$ cat config.mk
export PLATFORM = sky130hd
export DESIGN_NAME = id_scoreboard
export DESIGN_NICKNAME = d
export VERILOG_FILES = /design/src/rtl/id_scoreboard.sv
export SDC_FILE = /design/constraint.sdc
export NUM_CORES = 1
export LEC_CHECK = 0
export ABC_AREA = 1
export BUFFER_PORTS_ARGS = -buffer_cell sky130_fd_sc_hd__buf_4
export CELL_PAD_IN_SITES_DETAIL_PLACEMENT = 2
export CELL_PAD_IN_SITES_GLOBAL_PLACEMENT = 2
export CORE_MARGIN = 2
export CORE_UTILIZATION = 37
export DETAILED_ROUTE_END_ITERATION = 8
export PLACE_DENSITY = 0.84
export SYNTH_ARGS = -nofsm -noshare
export SYNTH_HDL_FRONTEND = slang
export SYNTH_SLANG_ARGS = --single-unit
$ cat constraint.sdc
create_clock -name clk -period 3.09 [get_ports clk]
set_input_delay 0.4635 -clock clk [delete_from_list [all_inputs] [get_ports clk]]
set_output_delay 0.4635 -clock clk [all_outputs]
set_load 0.1 [all_outputs]
$ cat src/rtl/id_scoreboard.sv
// Register scoreboard for the decode stage.
// Tracks, per architectural register, the number of in-flight writers, the
// tag of the youngest writer and whether that writer's value is forwardable.
// ID may issue only while issue_ready is high.
// Optional feature: define SB_STALL_CNT_EN to build the stall-cycle counter;
// without it stall_cnt is tied to zero.
module id_scoreboard #(
  parameter int unsigned NREG  = 32,
  parameter int unsigned AW    = 5,
  parameter int unsigned NSRC  = 2,
  parameter int unsigned NFWD  = 3,
  parameter int unsigned CNT_W = 2,
  parameter int unsigned TAG_W = 4
) (
  input  logic                  clk,
  input  logic                  reset,
  input  logic                  flush,
  input  logic                  issue_valid,
  input  logic                  issue_we,
  input  logic [AW-1:0]         issue_dest,
  input  logic                  issue_fwd_now,
  output logic                  issue_ready,
  output logic [TAG_W-1:0]      issue_tag,
  input  logic [NSRC-1:0]       src_en,
  input  logic [NSRC*AW-1:0]    src_addr,
  output logic [NSRC-1:0]       src_ready,
  input  logic [NFWD-1:0]       fwd_valid,
  input  logic [NFWD*AW-1:0]    fwd_dest,
  input  logic [NFWD*TAG_W-1:0] fwd_tag,
  input  logic                  wb_valid,
  input  logic [AW-1:0]         wb_dest,
  output logic [31:0]           stall_cnt
);

  logic [CNT_W-1:0] cnt_q  [NREG];
  logic [CNT_W-1:0] cnt_d  [NREG];
  logic [TAG_W-1:0] ytag_q [NREG];
  logic [TAG_W-1:0] ytag_d [NREG];
  logic [NREG-1:0]  avail_q;
  logic [NREG-1:0]  avail_d;
  logic [TAG_W-1:0] next_tag_q;
  logic             dest_full;
  logic             fire;

  // Source readiness: value is in the RF or the youngest writer can forward it
  always_comb begin
    for (int unsigned i = 0; i < NSRC; i++) begin
      src_ready[i] = !src_en[i]
                  || (src_addr[i*AW +: AW] == '0)
                  || (cnt_q[src_addr[i*AW +: AW]] == '0)
                  || avail_q[src_addr[i*AW +: AW]];
    end
  end

  // Issue gating: all sources ready and destination writer count not saturated
  always_comb begin
    dest_full   = issue_we && (issue_dest != '0) && (cnt_q[issue_dest] == '1);
    issue_ready = (&src_ready) && !dest_full;
    fire        = issue_valid && issue_ready && !flush;
    issue_tag   = next_tag_q;
  end

  // Per-register next state; priority is issue over retire over forward
  always_comb begin
    for (int unsigned r = 0; r < NREG; r++) begin
      cnt_d[r]   = cnt_q[r];
      ytag_d[r]  = ytag_q[r];
      avail_d[r] = avail_q[r];
    end
    for (int unsigned r = 1; r < NREG; r++) begin
      logic fwd_hit;
      logic issue_hit;
      logic wb_hit;
      fwd_hit = 1'b0;
      for (int unsigned j = 0; j < NFWD; j++) begin
        if (fwd_valid[j] && (fwd_dest[j*AW +: AW] == AW'(r))
            && (fwd_tag[j*TAG_W +: TAG_W] == ytag_q[r])) begin
          fwd_hit = 1'b1;
        end
      end
      issue_hit = fire && issue_we && (issue_dest == AW'(r));
      wb_hit    = wb_valid && (wb_dest == AW'(r));
      if (fwd_hit) begin
        avail_d[r] = 1'b1;
      end
      // A retire paired with an issue leaves the count unchanged
      if (wb_hit && !issue_hit && (cnt_q[r] != '0)) begin
        cnt_d[r] = cnt_q[r] - 1'b1;
        if (cnt_q[r] == CNT_W'(1)) begin
          avail_d[r] = 1'b1;
        end
      end
      if (issue_hit) begin
        if (!wb_hit) begin
          cnt_d[r] = cnt_q[r] + 1'b1;
        end
        ytag_d[r]  = next_tag_q;
        avail_d[r] = issue_fwd_now;
      end
    end
  end

  // State register; flush clears pending writers but keeps the tag sequence
  always_ff @(posedge clk) begin
    if (reset) begin
      for (int unsigned r = 0; r < NREG; r++) begin
        cnt_q[r]  <= '0;
        ytag_q[r] <= '0;
      end
      avail_q    <= '1;
      next_tag_q <= '0;
    end else if (flush) begin
      for (int unsigned r = 0; r < NREG; r++) begin
        cnt_q[r] <= '0;
      end
      avail_q <= '1;
    end else begin
      for (int unsigned r = 0; r < NREG; r++) begin
        cnt_q[r]  <= cnt_d[r];
        ytag_q[r] <= ytag_d[r];
      end
      avail_q <= avail_d;
      if (fire) begin
        next_tag_q <= next_tag_q + 1'b1;
      end
    end
  end

`ifdef SB_STALL_CNT_EN
  logic [31:0] stall_q;

  // Count cycles where ID holds an instruction that cannot issue
  always_ff @(posedge clk) begin
    if (reset) begin
      stall_q <= '0;
    end else if (issue_valid && !issue_ready && !flush) begin
      stall_q <= stall_q + 32'd1;
    end
  end

  assign stall_cnt = stall_q;
`else
  assign stall_cnt = '0;
`endif

  // Retiring a register with no in-flight writer is a protocol error
  wb_underflow: assert property (@(posedge clk) disable iff (reset || flush)
    (wb_valid && (wb_dest != '0)) |-> (cnt_q[wb_dest] != '0));

endmodule

==> flow_summary.json, run 1 <==
{
  "synth.lib_cells_used.distinct": 53,
  "drt_iter0_drc": 2183,
  "cts_buffer_depth": 3,
  "hold_viol_final": 0,
  "cts_tree": "done",
  "worstReg2RegStart": "cnt_q[11][1]",
  "violations": "negative setup slack",
  "transition_time_at_the_pin_with_the_least_slew_margin_ns": 1.043,
  "overflow": 0,
  "drt_drc_violations_left": 0,
  "place.port_buffers": 65,
  "ff2ff_setup_slack_ns": -0.17,
  "ys_warn_count": 0,
  "start_util": 0.3738,
  "clock_tree.htree_level_count": 1,
  "startpoint_type": "flip-flop",
  "timing.hold.worst_path_depth": 2,
  "path_class": "flip-flop to flip-flop",
  "total_via_count_after_detailed_routing": 21815,
  "finalMaxSlewViolations": 0,
  "coreArea_um2": 49970,
  "die_area_um2": 52290,
  "hpwl_mm": 70.58,
  "antenna_violations_before_repair": 3,
  "power.static_leakage_nw": 9.638,
  "wp_data_arrival_ns": 3.60,
  "ir_worst_vdd_uv": 479.7,
  "count_of_boundary_i_o_pins": 98,
  "final_util": 0.4444,
  "finClkSkew_ns": 0.02341,
  "largest_net_degree_at_the_start_of_global_routing": 68,
  "tritoncts.num_buffers": 29,
  "critPathCaptureType": "flip-flop",
  "post_synth_instance_area_um2": 18680,
  "synth_cells": 2519,
  "hold_path_end": "issue_tag[0]",
  "firstDrtPassIters": 5,
  "die_width_um": 228.7,
  "hold_start": "reset",
  "clock-root-buffer": "sky130_fd_sc_hd__clkbuf_16",
  "grt_usage": 0.3600,
  "num_rows": 82,
  "design.final.nets": 2853,
  "timing.final.crit_period_ns": 3.261,
  "cts_sink_cnt": 221,
  "worstRegToRegCells": 19,
  "fin_ws_ns": -0.1714,
  "average_wire_per_cell_in_the_routed_design_um": 31.05,
  "clkTransAtPathRegs_ns": 0.07,
  "outcome": "finished, violations left",
  "max_slew_margin": 0.3041,
  "drv.max_cap_violation_count": 0,
  "area_growth_pct": 18.87,
  "synthesis.area_per_instance_um2": 7.415,
  "skew_pair_late_insertion_delay_ns": 0.60,
  "synth_seq_cells": 221,
  "power.density_cell_area_nw_per_um2": 416.2,
  "asyncSetResetFlopFracSynth": 0,
  "viasPerCell": 6.366,
  "hold_path_class": "primary input to flip-flop",
  "synth_edf_count": 186,
  "gpl.final_weighted_congestion": 1.007,
  "required_ns": 3.43,
  "critPathMaxFanout": 7,
  "floorplan.die.height_um": 228.7,
  "post_route_cells_drive_above_1_share": 0.1573,
  "whs_ns": 0.1666,
  "vias_in_the_first_global_route": 22280,
  "routed_wl_mm": 106.4,
  "rr_endpoint": "cnt_q[31][1]",
  "setup_viol": 38,
  "final.period_utilization": 1.055,
  "timing_limited_maximum_frequency_mhz": 306.6,
  "yosys_most_used_dff": "sky130_fd_sc_hd__edfxtp_1",
  "ant_nets": 0,
  "synth_seq_area_share": 0.3365,
  "grt_first_pass_wirelength_mm": 143.1
}
[flip-flops by register name, summed over array words and instances, names as in the netlist]
| register | cells |
|---|---|
| cnt_q | 62 |
| avail_q | 31 |
| ytag_q | 124 |
| issue_tag | 4 |
[critical path, stage by stage, from the launching register on]
cell and delay, ns:
sky130_fd_sc_hd__edfxtp_1 0.52, sky130_fd_sc_hd__inv_1 0.19, sky130_fd_sc_hd__nand2_1 0.12, sky130_fd_sc_hd__nand3_1 0.10, sky130_fd_sc_hd__nand3_1 0.09, sky130_fd_sc_hd__nand3_1 0.12
sky130_fd_sc_hd__nand3_1 0.13, sky130_fd_sc_hd__nand2_1 0.11, sky130_fd_sc_hd__nand2_1 0.09, sky130_fd_sc_hd__nand2_4 0.09, sky130_fd_sc_hd__nand2_4 0.07, sky130_fd_sc_hd__nor2_8 0.15
sky130_fd_sc_hd__buf_12 0.13, sky130_fd_sc_hd__buf_12 0.10, sky130_fd_sc_hd__buf_4 0.23, sky130_fd_sc_hd__nand4_4 0.20, sky130_fd_sc_hd__nand3_1 0.15, sky130_fd_sc_hd__nand2_1 0.08
sky130_fd_sc_hd__nor2_1 0.22, sky130_fd_sc_hd__nor2_1 0.10
[worst max path at each step]
stage,start,end,slack [ns],depth (start not counted)
after floorplan,src_addr[0],cnt_q[30][0],0.23,17
after global placement,issue_dest[0],ytag_q[0][65],0.16,18
after detailed placement,issue_dest[0],cnt_q[10][0],0.03,19
after CTS,cnt_q[1][0],issue_ready,0.003,14
after global routing,cnt_q[11][1],cnt_q[10][0],-0.26,18
final,cnt_q[11][1],cnt_q[31][1],-0.17,19
[layer usage]
layer / wire length (µm) / share of wire / global-route usage
met4: 7798 / 0.073 / 0.2057
met2: 49490 / 0.47 / 0.6048
met5: 0 / 0 / 0
met1: 40740 / 0.38 / 0.4464
met3: 8386 / 0.079 / 0.04379
[what timing repair did]
action                     in CTS  in global routing
hold endpoints to repair        0                  0
hold buffers                    0                  0
setup endpoints to repair       1                 46
gates resized for setup        39                 49
setup buffers                  30                 46
pin swaps                       0                 13
[cells by family (layout without fill, tap and decap cells)]
| group | Yosys count | after routing | synth area share |
|---|---|---|---|
| compound gates | 510 | 510 | 0.1750 |
| xor+xnor | 77 | 77 | 0.03611 |
| buf+inv | 477 | 619 | 0.1095 |
| other cells | 2 | 96 | 0.0004021 |
| fa+ha+maj | 63 | 63 | 0.04220 |
| simple gates | 1169 | 1169 | 0.3002 |
| flops | 221 | 221 | 0.3365 |
[Yosys cell counts (7+ instances only)]
library cell	instances	area share
sky130_fd_sc_hd__a2111oi_0	12	0.0056
sky130_fd_sc_hd__a211oi_1	43	0.017
sky130_fd_sc_hd__a21oi_1	142	0.038
sky130_fd_sc_hd__a221oi_1	58	0.027
sky130_fd_sc_hd__buf_1	11	0.0022
sky130_fd_sc_hd__buf_2	21	0.0056
sky130_fd_sc_hd__buf_4	36	0.014
sky130_fd_sc_hd__clkbuf_1	78	0.016
sky130_fd_sc_hd__clkinv_1	7	0.0014
sky130_fd_sc_hd__dfxtp_1	35	0.038
sky130_fd_sc_hd__edfxtp_1	186	0.30
sky130_fd_sc_hd__ha_1	63	0.042
sky130_fd_sc_hd__inv_1	309	0.062
sky130_fd_sc_hd__nand2_1	522	0.10
sky130_fd_sc_hd__nand2_2	14	0.0047
sky130_fd_sc_hd__nand3_1	244	0.065
sky130_fd_sc_hd__nand4_1	66	0.022
sky130_fd_sc_hd__nand4_4	28	0.032
sky130_fd_sc_hd__nor2_1	209	0.042
sky130_fd_sc_hd__nor3_1	40	0.011
sky130_fd_sc_hd__nor3b_1	16	0.0064
sky130_fd_sc_hd__nor4_1	13	0.0044
sky130_fd_sc_hd__o2111ai_1	8	0.0038
sky130_fd_sc_hd__o211ai_1	24	0.0096
sky130_fd_sc_hd__o21ai_0	62	0.017
sky130_fd_sc_hd__o21ai_1	20	0.0054
sky130_fd_sc_hd__o221ai_1	10	0.0047
sky130_fd_sc_hd__o22ai_1	107	0.036
sky130_fd_sc_hd__xnor2_1	16	0.0075
sky130_fd_sc_hd__xor2_1	61	0.029
[through the flow]
step	power (mW)	setup WS, ns	TNS, ns	instances	cell area [µm²]
2_1_floorplan	4.756	0.2291	0	2611	19030
3_3_place_gp	5.331	0.1574	0	3296	20510
3_5_place_dp	5.431	0.02723	0	3296	20510
4_1_cts	9.007	0.003197	0	3379	21740
5_1_grt	9.459	-0.2577	-6.084	3425	22200
6_report	9.241	-0.1714	-2.628	3427	22200
[layout make-up]
class                   instances  area, µm²
fillers                      5719      27760
diodes                          2      5.005
inverters                     322       1211
well taps                     672      840.8
multi-input cells            1913      10850
clock inverters                12      115.1
clock buffers                  41      852.1
repair buffers                244       2047
flip-flops and latches        221       6286
[where the power goes]
part / internal [mW] / switching [mW] / total (mW)
sequential: 3.36 / 0.130 / 3.49
clock: 2.08 / 1.52 / 3.59
combinational: 0.601 / 1.56 / 2.16
[layout by cell type, fill, tap and decap left out, types with 43 or more instances in the layout]
cell,instances
sky130_fd_sc_hd__nand4_1,66
sky130_fd_sc_hd__nand3_1,240
sky130_fd_sc_hd__a211oi_1,43
sky130_fd_sc_hd__nand2_1,500
sky130_fd_sc_hd__xor2_1,61
sky130_fd_sc_hd__edfxtp_1,186
sky130_fd_sc_hd__inv_2,46
sky130_fd_sc_hd__o21ai_0,60
sky130_fd_sc_hd__a21oi_1,142
sky130_fd_sc_hd__o22ai_1,107
sky130_fd_sc_hd__ha_1,63
sky130_fd_sc_hd__buf_4,224
sky130_fd_sc_hd__conb_1,94
sky130_fd_sc_hd__inv_1,268
sky130_fd_sc_hd__nor2_1,203
sky130_fd_sc_hd__a221oi_1,58
(Power assumes the default switching activity.)
==> run 2, diff against run 1 <==
--- a/config.mk
+++ b/config.mk
@@ -12,7 +12,7 @@
 export CORE_MARGIN = 2
 export CORE_UTILIZATION = 37
 export DETAILED_ROUTE_END_ITERATION = 8
-export PLACE_DENSITY = 0.84
+export PLACE_DENSITY = 0.8
 export SYNTH_ARGS = -nofsm -noshare
 export SYNTH_HDL_FRONTEND = slang
 export SYNTH_SLANG_ARGS = --single-unit
==> run 2 against run 1 <==
  * The flow now finishes without violations
  * Clock skew fell by 0.0074 ns
  * Via count shrank 4.9%
  * Die area did not move
  * Clock power is 1% lower
  * Flip-flop and latch count unchanged
  * Final area shrank 2.8%
  * Total power down 2.4%
  * Critical path type is now flip-flop to output port
  * Critical endpoint is now issue_ready
  * Highest routed layer is now met5
==> flow_summary.json, run 2 (synthesis gave the netlist of run 1 again) <==
{
  "finClkSkew_ns": 0.01599,
  "vias_in_the_first_global_route": 21770,
  "power.density_cell_area_nw_per_um2": 417.7,
  "ir_worst_vdd_uv": 388.5,
  "m1WireLength_mm": 38.01,
  "place.port_buffers": 65,
  "routed_wl_mm": 94.68,
  "critical_path.most_common_cell": "sky130_fd_sc_hd__nand2_1",
  "outcome": "completed",
  "start_util": 0.3738,
  "die_width_um": 228.7,
  "viasPerCell": 6.159,
  "pwr-share-seq": 0.387,
  "total_via_count_after_detailed_routing": 20745,
  "area_growth_pct": 15.55,
  "skew_pair_late_insertion_delay_ns": 0.58,
  "cts_tree": "done",
  "largest_net_degree_at_the_start_of_global_routing": 68,
  "layout_common_cells": "sky130_fd_sc_hd__nand2_1, sky130_fd_sc_hd__inv_1, sky130_fd_sc_hd__nand3_1, sky130_fd_sc_hd__nor2_1, sky130_fd_sc_hd__edfxtp_1",
  "final.period_utilization": 0.9827,
  "cts_buffer_depth": 3,
  "crit_path_top_delay_cell": "sky130_fd_sc_hd__edfxtp_1",
  "num_rows": 82,
  "top_regs": "ytag_q (124), cnt_q (62), avail_q (31)",
  "final_common_cell": "sky130_fd_sc_hd__nand2_1",
  "final_util": 0.4320,
  "gpl.final_weighted_congestion": 0.9658,
  "slowest_delay_ns": 0.46,
  "antenna_violations_before_repair": 4,
  "timing.final.crit_period_ns": 3.037,
  "drv.max_cap_violation_count": 0,
  "dr_wl_met3_mm": 6.815,
  "crit_path_buf_inv_count": 3,
  "crit_path_cell_trace": "inv_1, nand2_1, nand3_1, nand2_1, nand2_1, nand3_1, nand2_1, nand2_1, nand2_1, nand2_1, nand2_2, nand2_2, nor2_8, buf_12, buf_12",
  "power.share.clock": 0.393,
  "drt_drc_violations_left": 0,
  "drt_iter0_drc": 1784,
  "finalMaxSlewViolations": 0,
  "clock-root-buffer": "sky130_fd_sc_hd__clkbuf_16",
  "fin_ws_ns": 0.05335,
  "detailroute.wirelength.met2_mm": 45.16,
  "transition_time_at_the_pin_with_the_least_slew_margin_ns": 1.139,
  "clkTransAtPathRegs_ns": 0.06,
  "route.top_layer_used": "met5",
  "largest_register_ff_count": 124,
  "overflow": 0,
  "fillers": 5920,
  "power.net_switching_mw": 3.047,
  "die_area_um2": 52290,
  "startpoint_type": "flip-flop",
  "power.static_leakage_nw": 9.318,
  "grt_usage": 0.3519,
  "firstDrtPassIters": 5,
  "clock_tree.htree_level_count": 1,
  "critPathMaxFanout": 4,
  "hold_viol_final": 0,
  "hold_path_class": "primary input to flip-flop",
  "swShare": 0.3380,
  "grt_first_pass_wirelength_mm": 139.9,
  "tritoncts.num_buffers": 29,
  "count_of_boundary_i_o_pins": 98,
  "timing.setup.tns_ns": 0,
  "post_route_cells_drive_above_1_share": 0.1217,
  "required_ns": 2.63,
  "average_wire_per_cell_in_the_routed_design_um": 28.11,
  "floorplan.die.height_um": 228.7,
  "cts_sink_cnt": 221,
  "max_slew_margin": 0.2398,
  "critPathCaptureType": "output port",
  "coreArea_um2": 49970,
  "path_class": "flip-flop to output port",
  "postCtsHoldBufs": 0,
  "wp_data_arrival_ns": 2.57,
  "share_comb_of_total_power": 0.220,
  "ant_nets": 0,
  "dp_slack_ns": 0.01819,
  "critPathTopFamily": "simple AND/OR/NAND/NOR gates",
  "setup_viol": 0,
  "cellInternalPower_mw": 5.969,
  "hpwl_mm": 70.54,
  "top_register": "ytag_q",
  "timing_limited_maximum_frequency_mhz": 329.3,
  "design.final.nets": 2795
}
run 2: cell types whose count changed in the layout (fill, tap and decap cells not counted), sizes merged:
cell,change
inv,-1
diode,-1
bufinv,+1
buf,-58
clkinvlp,+4
clkinv,+2
clkbuf,-6
run 2: routing by layer:
metal	global-route usage	vias up
met4	0.1560	6
met3	0.04965	274
met2	0.6031	938
met1	0.4397	10506
li1	-	9021
met5	0	-
run 2: worst reg2reg max path, stage by stage, from the launching register on:
cell                       delay [ns]
sky130_fd_sc_hd__edfxtp_1        0.46
sky130_fd_sc_hd__inv_1           0.16
sky130_fd_sc_hd__nand2_1         0.15
sky130_fd_sc_hd__nand3_1         0.10
sky130_fd_sc_hd__nand2_1         0.06
sky130_fd_sc_hd__nand2_1         0.06
sky130_fd_sc_hd__nand3_1         0.07
sky130_fd_sc_hd__nand2_1         0.07
sky130_fd_sc_hd__nand2_1         0.10
sky130_fd_sc_hd__nand2_1         0.08
sky130_fd_sc_hd__nand2_1         0.06
sky130_fd_sc_hd__nand2_2         0.09
sky130_fd_sc_hd__nand2_2         0.10
sky130_fd_sc_hd__nor2_8          0.14
sky130_fd_sc_hd__buf_12          0.13
sky130_fd_sc_hd__buf_4           0.23
sky130_fd_sc_hd__nand4_4         0.22
sky130_fd_sc_hd__nand2_1         0.22
sky130_fd_sc_hd__nand3_1         0.09
sky130_fd_sc_hd__nand2_1         0.09
sky130_fd_sc_hd__nor2_1          0.06
run 2: repair_timing:
action | in CTS | in global routing
setup endpoints to repair | 7 | 10
resized for setup | 6 | 22
gates cloned | 0 | 0
buffers inserted | 8 | 14
run 2: final timing paths:
path | from | depth (start not counted) | slack (ns) | end
worst max-delay path | cnt_q[24][1] | 15 | 0.05 | issue_ready
worst min-delay path | reset | 2 | 0.16 | issue_tag[0]
worst max register to register | cnt_q[24][1] | 20 | 0.09 | cnt_q[28][0]
worst min register to register | avail_q[2] | 2 | 0.53 | avail_q[2]
run 2: power by group through the flow:
stage                     Combinational, mW  Sequential, mW  Clock [mW]
after floorplan                        1.25            3.51           0
after global placement                 1.79            3.54           0
after detailed placement               1.88            3.55           0
after CTS                              1.92            3.48        3.57
after global routing                   2.09            3.50        3.67
final                                  1.98            3.49        3.55
run 2: final cells by class:
type | count | area (µm²) | share of cell area
Antenna cell | 1 | 2.502 | 0.0001159
Clock buffer | 35 | 798.3 | 0.03699
Clock inverter | 18 | 176.4 | 0.008174
Inverter | 322 | 1209 | 0.05600
Multi-Input combinational cell | 1913 | 10740 | 0.4974
Sequential cell | 221 | 6286 | 0.2912
Tap cell | 672 | 840.8 | 0.03896
Timing Repair Buffer | 186 | 1534 | 0.07107
run 2: per-stage QoR:
step	hold slack, ns	cells	total power [mW]	instance area (µm²)
after detailed placement	0.5096	3292	5.424	20410
after CTS	0.1532	3353	8.966	21460
after global routing	0.1728	3367	9.265	21580
after floorplan	0.4662	2611	4.756	19030
after global placement	0.4903	3292	5.328	20410
final	0.1648	3368	9.016	21580
==> run 3, diff against run 2 <==
--- a/config.mk
+++ b/config.mk
@@ -5,14 +5,14 @@
 export SDC_FILE = /design/constraint.sdc
 export NUM_CORES = 1
 export LEC_CHECK = 0
-export ABC_AREA = 1
 export BUFFER_PORTS_ARGS = -buffer_cell sky130_fd_sc_hd__buf_4
+export CAP_MARGIN = 20
 export CELL_PAD_IN_SITES_DETAIL_PLACEMENT = 2
 export CELL_PAD_IN_SITES_GLOBAL_PLACEMENT = 2
 export CORE_MARGIN = 2
-export CORE_UTILIZATION = 37
+export CORE_UTILIZATION = 40
 export DETAILED_ROUTE_END_ITERATION = 8
-export PLACE_DENSITY = 0.8
+export PLACE_DENSITY = 0.79
 export SYNTH_ARGS = -nofsm -noshare
 export SYNTH_HDL_FRONTEND = slang
 export SYNTH_SLANG_ARGS = --single-unit
==> run 3 against run 2 <==
  * The flow now finishes with violations (negative setup slack)
  * Wire length rose by 36%
  * Combinational power rose by 31%
  * Global-route usage grew 11 points
  * Via count is 0.22% lower
  * Final area grew 14%
  * Synthesized cell count fell by 24%
  * Critical endpoint is now cnt_q[31][1]
  * Largest cell class unchanged
==> flow_summary.json, run 3 <==
{
  "drt_drc_violations_left": 0,
  "count_of_boundary_i_o_pins": 98,
  "synth_edf_count": 186,
  "start_util": 0.4078,
  "transition_time_at_the_pin_with_the_least_slew_margin_ns": 1.435,
  "wp_data_arrival_ns": 4.17,
  "max_slew_margin": 0.03875,
  "viasPerCell": 7.128,
  "path_class": "flip-flop to flip-flop",
  "fin_ws_ns": -0.7105,
  "timing.setup.tns_ns": -84.14,
  "timing_limited_maximum_frequency_mhz": 263.1,
  "clkTransAtPathRegs_ns": 0.07,
  "hold_path_class": "primary input to flip-flop",
  "required_ns": 3.46,
  "grt_first_pass_wirelength_mm": 158.0,
  "routed_wl_mm": 128.6,
  "synth.lib_cells_used.distinct": 72,
  "synth_seq_area_share": 0.3471,
  "largest_net_degree_at_the_start_of_global_routing": 39,
  "overflow": 0,
  "post_synth_main_area_contributors": "sky130_fd_sc_hd__edfxtp_1, sky130_fd_sc_hd__xor2_1, sky130_fd_sc_hd__xnor2_1, sky130_fd_sc_hd__ha_1, sky130_fd_sc_hd__dfxtp_1",
  "top_register": "ytag_q",
  "average_wire_per_cell_in_the_routed_design_um": 44.30,
  "postCtsHoldBufs": 0,
  "synthesis.area_per_instance_um2": 9.413,
  "power.density_cell_area_nw_per_um2": 407.0,
  "setup_viol": 224,
  "coreArea_um2": 44410,
  "critPathCaptureType": "flip-flop",
  "synth_cells": 1924,
  "place.port_buffers": 65,
  "hold_viol_final": 0,
  "final.period_utilization": 1.230,
  "outcome": "finished, violations left",
  "final_util": 0.5525,
  "dp_slack_ns": -0.5060,
  "yosys_most_used_dff": "sky130_fd_sc_hd__edfxtp_1",
  "asyncSetResetFlopFracSynth": 0,
  "clock_tree.htree_level_count": 1,
  "finalMaxSlewViolations": 0,
  "drt_iter0_drc": 2755,
  "violations": "negative setup slack",
  "top_regs": "ytag_q (124), cnt_q (62), avail_q (31)",
  "post_synth_instance_area_um2": 18110,
  "cts_buffer_depth": 3,
  "synth_seq_cells": 221,
  "design.final.nets": 2409,
  "post-synth-top-area-cell": "sky130_fd_sc_hd__edfxtp_1",
  "drv.max_cap_violation_count": 0,
  "cts_sink_cnt": 221,
  "power.static_leakage_nw": 9.493,
  "skew_pair_late_insertion_delay_ns": 0.62,
  "tritoncts.num_buffers": 29,
  "antenna_violations_before_repair": 9,
  "ys_warn_count": 0,
  "grt_setup_unrepaired": "yes",
  "startpoint_type": "flip-flop",
  "area_growth_pct": 35.49,
  "hpwl_mm": 63.54,
  "cts_tree": "done",
  "total_via_count_after_detailed_routing": 20699,
  "synth_top_cell_area_share": 0.3084,
  "layout_common_cells": "sky130_fd_sc_hd__buf_4, sky130_fd_sc_hd__xor2_1, sky130_fd_sc_hd__edfxtp_1, sky130_fd_sc_hd__xnor2_1, sky130_fd_sc_hd__nor2_1",
  "floorplan.die.height_um": 216.8,
  "post-synth-top-count-cell": "sky130_fd_sc_hd__xor2_1",
  "firstDrtPassIters": 8,
  "ant_nets": 0,
  "die_area_um2": 47000,
  "ir_worst_vdd_uv": 459.3,
  "clock-root-buffer": "sky130_fd_sc_hd__clkbuf_16",
  "grt_usage": 0.4648,
  "final_common_cell": "sky130_fd_sc_hd__buf_4",
  "design_power_mw": 9.987,
  "finClkSkew_ns": 0.03202,
  "post_route_cells_drive_above_1_share": 0.3136,
  "gpl.final_weighted_congestion": 0.9453,
  "largest_register_ff_count": 124,
  "num_rows": 77,
  "die_width_um": 216.8,
  "synth.cells.most_frequent": "sky130_fd_sc_hd__xor2_1, sky130_fd_sc_hd__edfxtp_1, sky130_fd_sc_hd__xnor2_1, sky130_fd_sc_hd__nor2_1, sky130_fd_sc_hd__nand2_1",
  "critPathMaxFanout": 8,
  "timing.final.crit_period_ns": 3.801,
  "vias_in_the_first_global_route": 21676
}
==> run 3: cell count changes in the layout (fill, tap and decap cells not counted), moves of 43 or more <==
cell	change
sky130_fd_sc_hd__buf_6	+78
sky130_fd_sc_hd__xnor2_1	+151
sky130_fd_sc_hd__nor4_1	+60
sky130_fd_sc_hd__a221oi_1	-58
sky130_fd_sc_hd__buf_4	+114
sky130_fd_sc_hd__o22ai_1	-103
sky130_fd_sc_hd__nor2_1	-83
sky130_fd_sc_hd__nand3_1	-163
sky130_fd_sc_hd__a211oi_1	-43
sky130_fd_sc_hd__nand2_1	-426
sky130_fd_sc_hd__a21oi_1	-115
sky130_fd_sc_hd__inv_1	-212
sky130_fd_sc_hd__xor2_1	+165
==> run 3: timing repair <==
item                       in CTS  in global routing
gates cloned                    0                  2
pin swaps                     113                107
setup buffers                  45                 51
setup endpoints to repair     222                224
gates resized for setup       259                225
==> run 3: report_power, final <==
part / internal (mW) / switching (mW) / total, mW
registers: 3.36 / 0.205 / 3.57
clock network: 2.06 / 1.77 / 3.84
logic: 0.870 / 1.72 / 2.59
total: 6.30 / 3.69 / 9.99
==> run 3: cells by family after synthesis <==
| logic type | Yosys count | synth area share |
|---|---|---|
| mux | 79 | 0.05271 |
| fa+ha+maj | 63 | 0.04352 |
| flops | 221 | 0.3471 |
| other cells | 2 | 0.0004147 |
| compound gates | 268 | 0.1026 |
| xor+xnor | 400 | 0.1934 |
| simple gates | 656 | 0.2006 |
| buf+inv | 235 | 0.05962 |
==> run 3: worst max-delay path, stage by stage, from the launching register on <==
cell and delay, ns:
sky130_fd_sc_hd__dfxtp_1 0.70, sky130_fd_sc_hd__o21bai_4 0.28, sky130_fd_sc_hd__mux4_2 0.29, sky130_fd_sc_hd__o22a_1 0.23, sky130_fd_sc_hd__o41ai_4 0.11, sky130_fd_sc_hd__o211ai_1 0.26, sky130_fd_sc_hd__buf_4 0.20, sky130_fd_sc_hd__nand3_4 0.13
sky130_fd_sc_hd__buf_12 0.20, sky130_fd_sc_hd__nor3_1 0.36, sky130_fd_sc_hd__o21ai_0 0.30, sky130_fd_sc_hd__a311oi_1 0.48
==> run 3: cell type report <==
type,count,area [µm²]
Fill cell,4486,19880
Multi-Input combinational cell,1560,12650
Sequential cell,221,6291
Timing Repair Buffer,395,3598
Clock buffer,40,807.0
Tap cell,592,740.7
Inverter,80,304.0
Clock inverter,13,136.4
Antenna cell,3,7.507
==> run 3: worst paths after layout <==
path	start	endpoint	slack (ns)	depth (start not counted)
min	reset	issue_tag[3]	0.39	2
min reg2reg	avail_q[30]	avail_q[30]	0.59	2
max	avail_q[24]	cnt_q[31][1]	-0.71	11
max reg2reg	avail_q[24]	cnt_q[31][1]	-0.71	11
==> run 3: per-stage QoR <==
step	cell area [µm²]	hold WS, ns	std cells
floorplan	18490	0.4843	2016
global placement	20970	0.5078	2773
detailed placement	20970	0.5546	2773
CTS	23270	0.3660	2869
global route	24530	0.3920	2901
finish	24540	0.3877	2904
==> run 3: routing by layer <==
layer	share of wire	track usage	up-vias
li1	-	-	7546
met1	0.32	0.4924	10159
met2	0.44	0.7647	1999
met3	0.11	0.1174	981
met4	0.12	0.4221	14
met5	0.00071	0	-
